--- src/rtl/sat_down_ctr.sv ---
// Saturating down-counter with one-cycle expiry pulse and sticky illegal-load flag.
//
// Counts from MAX down to 0 and holds at 0. Reset or ctr_rst reloads MAX.
// A 2-bit FULL/RUN/EMPTY state register tracks the count region and always
// agrees with out.
//
// Ports:
//   clk      in   rising-edge clock
//   rst      in   synchronous active-high reset
//   ctr_rst  in   synchronous reload to MAX, clears err
//   en       in   decrement enable
//   ld       in   load ld_val this cycle
//   ld_val   in   [WIDTH] value to load (legal when <= MAX)
//   out      out  [WIDTH] current count (registered)
//   zero     out  combinational (out == 0)
//   done     out  registered pulse, one cycle after a decrement from 1 to 0
//   err      out  registered sticky illegal-load flag

// Plain synchronous-reset register cell; every flop of the counter uses it.
module sat_down_ctr_dff #(
    parameter int unsigned       WIDTH   = 1,
    parameter logic [WIDTH-1:0]  RST_VAL = '0
) (
    input  logic             clk,
    input  logic             rst,
    input  logic [WIDTH-1:0] d,
    output logic [WIDTH-1:0] q
);

    always_ff @(posedge clk) begin
        if (rst) q <= RST_VAL;
        else     q <= d;
    end

endmodule

module sat_down_ctr #(
    parameter int unsigned WIDTH = 3,
    parameter int unsigned MAX   = 5
) (
    input  logic             clk,
    input  logic             rst,
    input  logic             ctr_rst,
    input  logic             en,
    input  logic             ld,
    input  logic [WIDTH-1:0] ld_val,
    output logic [WIDTH-1:0] out,
    output logic             zero,
    output logic             done,
    output logic             err
);

    localparam logic [WIDTH-1:0] MAX_V = WIDTH'(MAX);
    localparam logic [WIDTH-1:0] ONE_V = WIDTH'(1);

    typedef enum logic [1:0] {
        FULL  = 2'd0,
        RUN   = 2'd1,
        EMPTY = 2'd2
    } state_t;

    state_t           st_q;
    state_t           st_n;
    logic [1:0]       st_raw;
    logic [WIDTH-1:0] out_q;
    logic [WIDTH-1:0] out_n;
    logic             done_q;
    logic             done_n;
    logic             err_q;
    logic             err_n;

    // Region of the count space a given value falls into.
    function automatic state_t classify(input logic [WIDTH-1:0] v);
        if (v == '0)         return EMPTY;
        else if (v == MAX_V) return FULL;
        else                 return RUN;
    endfunction

    // State register and datapath flops; rst dominates inside the cell.
    sat_down_ctr_dff #(.WIDTH(2), .RST_VAL(2'(FULL))) u_state (
        .clk (clk), .rst (rst), .d (2'(st_n)), .q (st_raw)
    );

    sat_down_ctr_dff #(.WIDTH(WIDTH), .RST_VAL(MAX_V)) u_out (
        .clk (clk), .rst (rst), .d (out_n), .q (out_q)
    );

    sat_down_ctr_dff #(.WIDTH(1), .RST_VAL(1'b0)) u_done (
        .clk (clk), .rst (rst), .d (done_n), .q (done_q)
    );

    sat_down_ctr_dff #(.WIDTH(1), .RST_VAL(1'b0)) u_err (
        .clk (clk), .rst (rst), .d (err_n), .q (err_q)
    );

    assign st_q = state_t'(st_raw);

    // Next-state and next-output logic: ctr_rst > ld > en > hold.
    always_comb begin
        st_n   = st_q;
        out_n  = out_q;
        done_n = 1'b0;
        err_n  = err_q;

        if (ctr_rst) begin
            st_n  = FULL;
            out_n = MAX_V;
            err_n = 1'b0;
        end else if (ld) begin
            // Illegal values leave the count untouched and only flag err.
            if (ld_val <= MAX_V) begin
                out_n = ld_val;
                st_n  = classify(ld_val);
            end else begin
                err_n = 1'b1;
            end
        end else if (en) begin
            case (st_q)
                FULL, RUN: begin
                    out_n = out_q - ONE_V;
                    if (out_q == ONE_V) begin
                        st_n   = EMPTY;
                        done_n = 1'b1;
                    end else begin
                        st_n   = RUN;
                    end
                end
                EMPTY:   st_n = EMPTY;
                default: st_n = classify(out_q);
            endcase
        end
    end

    assign out  = out_q;
    assign done = done_q;
    assign err  = err_q;
    assign zero = (out_q == '0);

endmodule

--- config.mk ---
export PLATFORM = sky130hd
export DESIGN_NAME = sat_down_ctr
export DESIGN_NICKNAME = d
export VERILOG_FILES = /design/src/rtl/sat_down_ctr.sv
export SDC_FILE = /design/constraint.sdc
export NUM_CORES = 1
export LEC_CHECK = 0
export ABC_AREA = 1
export CAP_MARGIN = 20
export CORE_MARGIN = 10
export CORE_UTILIZATION = 28
export DETAILED_ROUTE_END_ITERATION = 6
export PLACE_DENSITY_LB_ADDON = 0.2
export SLEW_MARGIN = 20
export SYNTH_ARGS = -nofsm -noshare
export SYNTH_HDL_FRONTEND = slang
export SYNTH_HIERARCHICAL = 1
export SYNTH_SLANG_ARGS = --single-unit
--- constraint.sdc ---
create_clock -name clk -period 1.56 [get_ports clk]
set_input_delay 0.312 -clock clk [delete_from_list [all_inputs] [get_ports clk]]
set_output_delay 0.312 -clock clk [all_outputs]
set_load 0.02 [all_outputs]
## Word level (Yosys, flattened, before mapping)

Index checks and enable logic that the tools add are counted.
Widths: inputs -> output; s select.

- RAM bits: 0
- Memories: 0
- Bits in latches: 0
- Memory bits (read-only): 0
- Input port bits: 8
- Word-level logic and storage cells: 40
- Output and inout bits: 6
- Bits in registers: 7

- Shift-type cells: 0
- Divide/modulo/power cells: 0
- Eq/ne operators: 6
- Multiply operators: 0
- $lt $le $gt $ge: 1
- Bitwise gates (word level): 3
- Add/subtract/negate cells: 1
- Mux-type cells: 14
- Reductions and logical operators: 11

Operators by type and width:

| operator | number |
|---|---|
| $mux 2 | 6 |
| $mux 3 | 4 |
| $eq 3x3->1 const B | 2 |
| $logic_not 3->1 | 2 |
| $reduce_or 5->1 | 1 |
| $pmux 2 s2 | 1 |
| $reduce_and 2->1 | 2 |
| $reduce_bool 2->1 | 2 |
| $reduce_or 2->1 | 2 |
| $eq 3x1->1 const B | 1 |
| $le 3x3->1 const B | 1 |
| $mux 1 | 3 |
| $not 1->1 | 3 |
| $reduce_and 3->1 | 1 |
| $sub 3x1->3 const B | 1 |
| $eq 2x1->1 const B | 1 |
| $eq 2x2->1 const B | 1 |
| $logic_not 2->1 | 1 |
| $ne 2x1->1 const B | 1 |

## Logic depth before layout (Yosys ltp)

Gate-level depths: netlist of run 1.

- Depth in word-level cells: 6
- Gate-level depth with buffers: 9
- Gate-level depth less buffers: 9

## Hierarchy

The synthesis of run 1 kept the hierarchy.

By module, submodules not included:

| module | area each (sq um) | times used | sequential area each (sq um) | cells each |
|---|---|---|---|---|
| sat_down_ctr | 354.1 | 1 | 0.0 | 62 |
| sat_down_ctr_dff at u_out | 86.3 | 1 | 60.1 | 10 |
| sat_down_ctr_dff at u_done ... | 30.0 | 2 | 20.0 | 3 |
| sat_down_ctr_dff at u_state | 55.1 | 1 | 40.0 | 6 |

## Worst setup path after synthesis of run 1

Ideal clock, no wire load.

- Path type: register to register
- Start: register u_out.q[0]
- End: register u_state.q[1]
- Buffers on the path: 0
- Cell stages (with the launch flop): 9
- Required time: 1.451 ns
- Setup time: 0.109 ns
- Clock period less this slack: 1.358 ns
- Setup slack: 0.202 ns
- Arrival time: 1.249 ns
- Path through: dfxtp_1 -> inv_1 -> ha_1 -> nand2_1 -> inv_1 -> o21ai_1 -> a21oi_2 -> inv_1 -> nor2_1

- Cells in the longest elaborated chain, start to end: 5
- Elaborated cells between the ends (all ways): 7
- Those cells by class: eq/ne: 1; mux: 5; reduce/logical: 1

Ends and longest elaborated chain:

| what | RTL line | source |
|---|---|---|
| from (decl) | 27 | `output logic [WIDTH-1:0] q` |
| from (signal assigned) | 31 | `if (rst) q <= RST_VAL;` |
| from (signal assigned) | 32 | `else q <= d;` |
| $logic_not 3->1 | - |  |
| via zero | 48 | `output logic zero,` |
| $mux 2 | 74 | `if (v == '0) return EMPTY;` |
| $pmux 2 s2 | 118 | `case (st_q)` |
| $mux 2 | 117 | `end else if (en) begin` |
| $mux 2 | 109 | `end else if (ld) begin` |
| to (signal assigned) | 31 |  |
| to (signal assigned) | 32 |  |
| to (decl) | 27 |  |

The timed path passes the listed nets, and every way through them passes these cells. The select of a mux whose other input is x is not followed.
A chain may end at the register's enable or synchronous reset.

## Final worst setup path of run 1

- Start: register u_err.q
- End: output port err

RTL lines:

| what | RTL line | source |
|---|---|---|
| from (decl) | 27 |  |
| from (signal assigned) | 31 |  |
| from (signal assigned) | 32 |  |
| to (decl) | 50 | `output logic err` |

No word-level cell between the ends.

==> impl_summary.md, run 1 <==
Finish
The library cell used most frequently in the layout, excluding fill and tap cells, is sky130_fd_sc_hd__inv_1. The number of antenna diodes in the final layout is 0. The final net count is around 120.

The fraction of layout cells with a size suffix above 1 is 0.280. The count of placed standard cells in the final layout, fillers left out is roughly 130. The layout has ~220 filler cells. Leaving out fill and tap cells, the most frequent cells in the layout are 16 x sky130_fd_sc_hd__inv_1, 13 x sky130_fd_sc_hd__nand2_1, 9 x sky130_fd_sc_hd__clkdlybuf4s50_1. From synthesis to final layout, the design area changed by 40.1%.

Synth
The proportion of netlist area held by the largest area contributor is 0.252. The average size of a mapped cell is 6.61 µm². In the post-synthesis netlist, the biggest area contributors are sky130_fd_sc_hd__dfxtp_1 25%, sky130_fd_sc_hd__inv_1 11%, sky130_fd_sc_hd__nand2_1 8.8%. The sequential share of the synthesized area is 0.252. In this run, synthesis inferred 0 flip-flops with an integrated enable. The largest total area in the synthesized netlist belongs to sky130_fd_sc_hd__dfxtp_1.

Yosys mapped the design onto 21 distinct sky130hd cell types. Counting every net in the synthesized netlist gives 95. The Yosys warning count is 6. The number of instances in the synthesized netlist is 84. The total of flip-flops plus latches after synthesis is 7. The async set-or-reset flop fraction in the synthesized netlist is 0. The synthesized area is 556 µm². For this run, the leading register cell type out of synthesis is sky130_fd_sc_hd__dfxtp_1.

GRT
Entering global routing, the biggest net connects 10 pins. In the global route stage, overall resource usage came out at 0.0751. The number of global-route vias before repair is between 500 and 600. The initial antenna violation count is 0. The total overflow left after global routing is 0. The first global-routing pass estimated ~2500 µm of wire.

Route
The first detailed-routing pass ran for 3 iterations. Across all layers, the routed design uses roughly 560 vias. After detailed routing, the average wire length per cell comes to 10.2 µm.

In this run, the number of DRC markers left after iteration 0 of detailed routing was 9. The post-detailed-route DRC marker count is 0. Wires add up to around 1400 µm.

Once detail routing completed, the nets flagged for antenna violations numbered 0. Dividing the detail-routed via count by the number of cells gives approximately 4.2.

Timing
The worst clock skew on the final layout is slightly above 2 ps. The timing-limited maximum frequency is between 600 and 700 MHz. Setup violations remaining at the end of the flow were counted as 0. In the final timing run, aggregate negative setup slack is 0 ps. The number of max-slew violations in the final report is 0. The final worst setup slack is between 60 and 70 ps. In this run the tightest slew margin relative to its limit is 0.833. Setup repair after global routing left no endpoint under its margin. The clock period could shrink to 1500 ps.

Of the available clock period, the critical path in the final layout requires 0.960. The number of hold violations in the final report is 0. The actual transition at the worst max-transition pin is about 250 ps.

Critical path
The worst register-to-register path has a depth of 10. Traced cell by cell, the critical path runs through clkdlybuf4s50_1. The gate family responsible for the most delay along the worst path is buffers and inverters. The largest fanout of any net on the critical path is 2. The capture instance of the worst register-to-register path is u_state/q[0].

The number of buffers and inverters on the critical path is 1. The required time of the critical path is 1250 ps. The worst setup slack for register-to-register paths is between 200 and 300 ps. The worst reg2reg path startpoint is u_out/q[1]. The slowest stage of the critical path belongs to the cell sky130_fd_sc_hd__clkdlybuf4s50_1. Following the worst setup path forward leads to its endpoint at err. The worst setup path startpoint is u_err/q. For this run, the slowest stage of the critical path takes ~600 ps. STA classifies the critical path endpoint as an output pin.

STA classifies the critical path startpoint as a flip-flop. The kind of critical path is reg2out. The data arrival time of the critical path is about 1200 ps.

In this run the number of cells on the critical path is 1.

CTS
The clock transition time at the flip-flop clock pins of the worst setup and hold paths is about 50 ps. The clock reaches the later pin of the worst-skew pair after around 250 ps. Clock tree synthesis inserted a total of 3 buffers. No sink is reached through more buffers than the 2 on the longest clock path. The master cell of the clock root buffer is sky130_fd_sc_hd__clkbuf_4. The number of setup buffers added after CTS is 0. The CTS tree is done. The number of H-tree branching levels is 1. The clock drives 7 sinks.

Pwr
The combinational share of power is 0.279. The power density over cell area is 626 nW/µm². Of the total power, the clock network draws 0.328. The worst vdd rail ir drop is 0.290 mV. The static power due to leakage is 0.381 nW.

The completed layout was analyzed and its total power is ~0.00049 W. Of the total power, the share spent switching nets is 0.290. The cell-internal power is 0.000346 W.

The analysis attributes to net switching a power of between 0.0001 and 0.00015 W. Of the total power, registers draw 0.393.

Hold path
The kind of path behind the tightest hold check is reg2reg. The startpoint of the lowest-slack hold path is u_err/q.

Status
The flow ran to the end, and the final reports show no timing, DRC or antenna violations.

Place
Port buffering added 13 buffers. Once placement completed, the tool counted placed cells totaling between 100 and 150. Summed over all nets, the half-perimeter wirelength after detailed placement is between 1000 and 1500 µm.

The final estimated routing congestion in global placement is approximately 0.77. The post-place setup slack is 3.88 ps.

Die
The effective utilization at floorplan is 0.289. The floorplan die height is 64.5 µm. During I/O placement, the number of pins put on the boundary was 14.

The floorplan has 16 rows. The placeable core region is 1920 µm². The die is around 65 µm wide. The area enclosed by the die boundary is around 4200 µm².

Job
The number of violations of the max-capacitance limit is 0.
==> routing by layer <==
metal | vias up | GRT usage | part of all wire
li1 | 307 | - | -
met2 | 9 | 0.117 | 0.44
met3 | 2 | 0.0189 | 0.054
met4 | 0 | 0.0642 | 0.010
met1 | 244 | 0.0835 | 0.49
met5 | - | 0 | 0
==> how the worst min path moves through the flow <==
stage          slack [ps]  cells after the start        to
3_3_place_gp          560                      3   u_err/q
6_report              580                      3   u_err/q
2_1_floorplan         380                      1  u_done/q
4_1_cts               580                      3   u_err/q
5_1_grt               630                      3   u_err/q
3_5_place_dp          560                      3   u_err/q
==> cell type report <==
type,instances,area (µm²),share of cell area
timing repair buffer,20,174,0.223
multi-input combinational,54,322,0.413
tap,27,33.8,0.0434
clock buffer,4,26.3,0.0338
sequential,7,140,0.180
inverter,22,82.6,0.106
==> metrics by stage <==
step	cell area [µm²]	hold slack [ps]	util
2_1_floorplan	556	379	-
3_3_place_gp	761	560	0.396
3_5_place_dp	761	562	0.396
4_1_cts	783	581	0.408
5_1_grt	778	627	0.405
6_report	778	578	0.405
==> cell usage after synthesis, drive strengths merged, types with 3 or more instances <==
master	number
ha	3
dfxtp	7
nand2	17
nor2	8
o21ai	5
a21oi	9
inv	22
nand3	6
==> state kept, by name, summed over array words and instances (netlist names) <==
register	count
u_out/q	3
u_err/q	1
u_state/q	2
u_done/q	1
==> cells by family after synthesis <==
family / synth area share
DFF: 0.252
buffers and inverters: 0.169
adders and majority gates: 0.0676
and+or+nand+nor: 0.306
AOI/OAI and AO/OA: 0.205
==> power by group through the flow <==
| stage | Sequential [W] | Combinational, W | Clock, W |
|---|---|---|---|
| after detailed placement | 0.000195 | 0.000139 | 0 |
| after global routing | 0.000192 | 0.000152 | 0.000182 |
| after floorplan | 0.000201 | 0.0000744 | 0 |
| after global placement | 0.000195 | 0.000139 | 0 |
| after CTS | 0.000191 | 0.000137 | 0.000172 |
| final | 0.000191 | 0.000136 | 0.000159 |
==> repair_timing <==
item,in CTS,in global routing
resized for setup,5,1
hold buffers,0,0
endpoints found under the setup margin,4,1
No activity file was read; power rests on OpenSTA's default activity.
==> run 2: changes to the inputs <==
--- a/config.mk
+++ b/config.mk
@@ -9,6 +9,7 @@
 export CAP_MARGIN = 20
 export CORE_MARGIN = 10
 export CORE_UTILIZATION = 28
+export CTS_CLUSTER_SIZE = 16
 export DETAILED_ROUTE_END_ITERATION = 6
 export PLACE_DENSITY_LB_ADDON = 0.2
 export SLEW_MARGIN = 20
==> results of run 2 <==
Same layout as run 1: the final DEF is identical, and so are final timing and power.
==> run 3: changes to the inputs <==
--- a/config.mk
+++ b/config.mk
@@ -7,10 +7,10 @@
 export LEC_CHECK = 0
 export ABC_AREA = 1
 export CAP_MARGIN = 20
-export CORE_MARGIN = 10
-export CORE_UTILIZATION = 28
+export CORE_AREA = 3 3 40 42
 export CTS_CLUSTER_SIZE = 16
 export DETAILED_ROUTE_END_ITERATION = 6
+export DIE_AREA = 0 0 43 45
 export PLACE_DENSITY_LB_ADDON = 0.2
 export SLEW_MARGIN = 20
 export SYNTH_ARGS = -nofsm -noshare
==> run 3 against run 2 <==
Against the previous run: highest routed layer unchanged; largest power group unchanged; via count is 2.1% higher; setup slack better by 5.8 ps; global-route usage up 7.3 points; critical path type unchanged; utilization rose by 18 points.
==> impl_summary.md, run 3 (synthesized netlist as in run 1, its figures left out) <==
Status
The run finished with clean final reports.

Finish
The final net count is 118 (-0.84%). The fraction of layout cells with a size suffix above 1 is 0.274 (-0.00679). The largest registers in the layout are u_out/q x3, u_state/q x2. The largest register by flop count is u_out/q.

The area added between synthesis and finish is 36.0%. The count of placed standard cells in the final layout, fillers left out is 121 (-9.7%). The final antenna diode count came to 0 (unchanged).

The leading cell type in the layout, fill and taps excluded is sky130_fd_sc_hd__inv_1. The top cell types in the final layout, fill and taps aside, are 16 x sky130_fd_sc_hd__inv_1, 13 x sky130_fd_sc_hd__nand2_1, 9 x sky130_fd_sc_hd__clkdlybuf4s50_1. The number of flip-flops under the largest register name was 3 (unchanged). The utilization after layout is 0.588 (+0.183).

Critical path
The worst setup path is captured at an output pin. The gate family responsible for the most delay along the worst path is buffers and inverters. The required time of the critical path is 1250 ps (about the same). The startpoint identified for the worst register-to-register timing path is u_out/q[1].

The data arrival time of the critical path came to 1180 ps (about the same). The kind of start point of the critical path is a flip-flop. The signal on the critical path passes through clkdlybuf4s50_1. The largest fanout of any net on the critical path came to 2 (unchanged).

The highest cell delay on the worst timing path is 600 ps (about the same). Tracing the worst setup path back leads to its startpoint at u_err/q. The sum of buffers and inverters on the critical path came to 1 (unchanged). The critical path is of the reg2out type. Among all stages on the critical path, the largest delay is contributed by sky130_fd_sc_hd__clkdlybuf4s50_1.

Timing
The post-route worst hold slack is 578 ps (-0.111 ps). The number of hold violations in the final report is 0 (unchanged). The actual transition at the worst max-transition pin came to 246 ps (-3.52 ps). The worst-case headroom to the max-slew limit is 0.835 (+0.00235). The number of setup violations in the final report is 0 (unchanged).

Setup repair after global routing left no endpoint under its margin. The timing-limited maximum frequency is 670 MHz (+0.39%). The minimum clock period was 1490 ps (-5.78 ps). The worst clock skew on the final layout is 7.66 ps (+5.59 ps). The post-route fraction of the period consumed by the critical path is 0.956 (-0.00370). The number of max-slew violations in the final report is 0 (unchanged). The total negative slack for setup checks is 0 ps (unchanged).

Route
The average vias per placed instance is 4.74 (+13%). The detailed-router iteration count before antenna repair came to 4 (+1). The initial DRC count is 10 (+1).

The via count came to 574 (+2.1%). The average routed wire per standard cell is 10.8 µm (+6.2%). The total wire length came to 1310 µm (-4.1%). The remaining antenna violation count after routing is 0 (unchanged). The post-detailed-route DRC marker count is 0 (unchanged).

Die
The effective utilization at floorplan was 0.432 (+0.143). The die outline width is 43 µm (-33%). The floorplan die height was 45 µm (-30%). The area enclosed by the die boundary is 1940 µm² (-54%). The top-level I/O count is 14 (unchanged). The site row count is 13 (-3). The placeable core region was 1280 µm² (-33%).

CTS
The worst-skew pair later-pin latency is 250 ps (about the same). The cell sitting at the root of the clock tree is a sky130_fd_sc_hd__clkbuf_4. The clock transition time at the flip-flop clock pins of the worst setup and hold paths is 50 ps (about the same).

The number of clock buffers inserted by TritonCTS is 3 (unchanged). The largest buffer count on any clock path is 2 (unchanged). The number of H-tree branching levels is 1 (unchanged). The CTS tree is done. The number of setup buffers added after CTS is 0 (unchanged). The clock sink count is 7 (unchanged).

GRT
The maximum number of pins on one net before global-route repair is 10 (unchanged). The number of global-route vias before repair is 572 (-4.0%). The total global routing track utilization is 0.148 (+0.0733). The total global routing overflow is 0 (unchanged). The wire length of the first global-routing pass is 2160 µm (-15%). The initial antenna violation count is 0 (unchanged).

Place
The final estimated routing congestion in global placement is 0.800 (+4.5%). The cell count after placement was 117 (-10%). The count of input and output buffers came to 13 (unchanged).

The detailed-placement wirelength estimate is 1050 µm (-7.6%).

Hold path
The startpoint of the lowest-slack hold path is u_err/q. The worst hold path belongs to the class reg2reg.

Pwr
The worst vdd rail ir drop was 0.410 mV (+41%). The power density over cell area is 643 nW/µm² (+2.8%). The static power due to leakage was 0.377 nW (-1.1%).

Job
The number of violations of the max-capacitance limit is 0 (unchanged).
## run 3: cell types whose count changed in the layout (fill, tap and decap cells not counted)
| cell | previous run | this run |
|---|---|---|
| sky130_fd_sc_hd__buf_4 | 7 | 6 |
## run 3: area by class of cell
type / count / area, µm²
Clock buffer: 4 / 26.3
Multi-Input combinational cell: 54 / 322
Fill cell: 141 / 529
Sequential cell: 7 / 140
Inverter: 22 / 82.6
Timing Repair Buffer: 19 / 166
Tap cell: 15 / 18.8
## run 3: through the flow
stage | total power (W) | area (µm²) | setup slack (ps)
4_1_cts | 0.000494 | 761 | 19.1
3_5_place_dp | 0.000333 | 738 | 16.9
5_1_grt | 0.000518 | 756 | 21.6
2_1_floorplan | 0.000275 | 556 | 202
3_3_place_gp | 0.000331 | 738 | 27.3
6_report | 0.000486 | 756 | 68.1
## run 3: layer usage
layer,global-route usage,share of wire,vias to the layer above
met4,0.0904,0.0076,0
met3,0.0159,0.048,2
met2,0.275,0.48,10
met5,0,0,-
met1,0.162,0.46,256
li1,-,-,306
## run 3: repair_timing
action,4_1_cts,5_1_grt
endpoints found under the setup margin,4,1
gates resized for setup,5,1
hold buffers,0,0
## run 3: final timing paths
path	depth (start not counted)	endpoint	slack, ps
worst min register to register	3	u_err/q	580
worst min-delay path	3	u_err/q	580
worst max-delay path	1	err	70
worst max register to register	10	u_state/q[0]	250
## run 3: power breakdown
group,internal (W),switching [W],total [W]
logic,0.0000602,0.0000744,0.000135
registers,0.000187,0.00000578,0.000192
clock network,0.0000973,0.0000617,0.000159
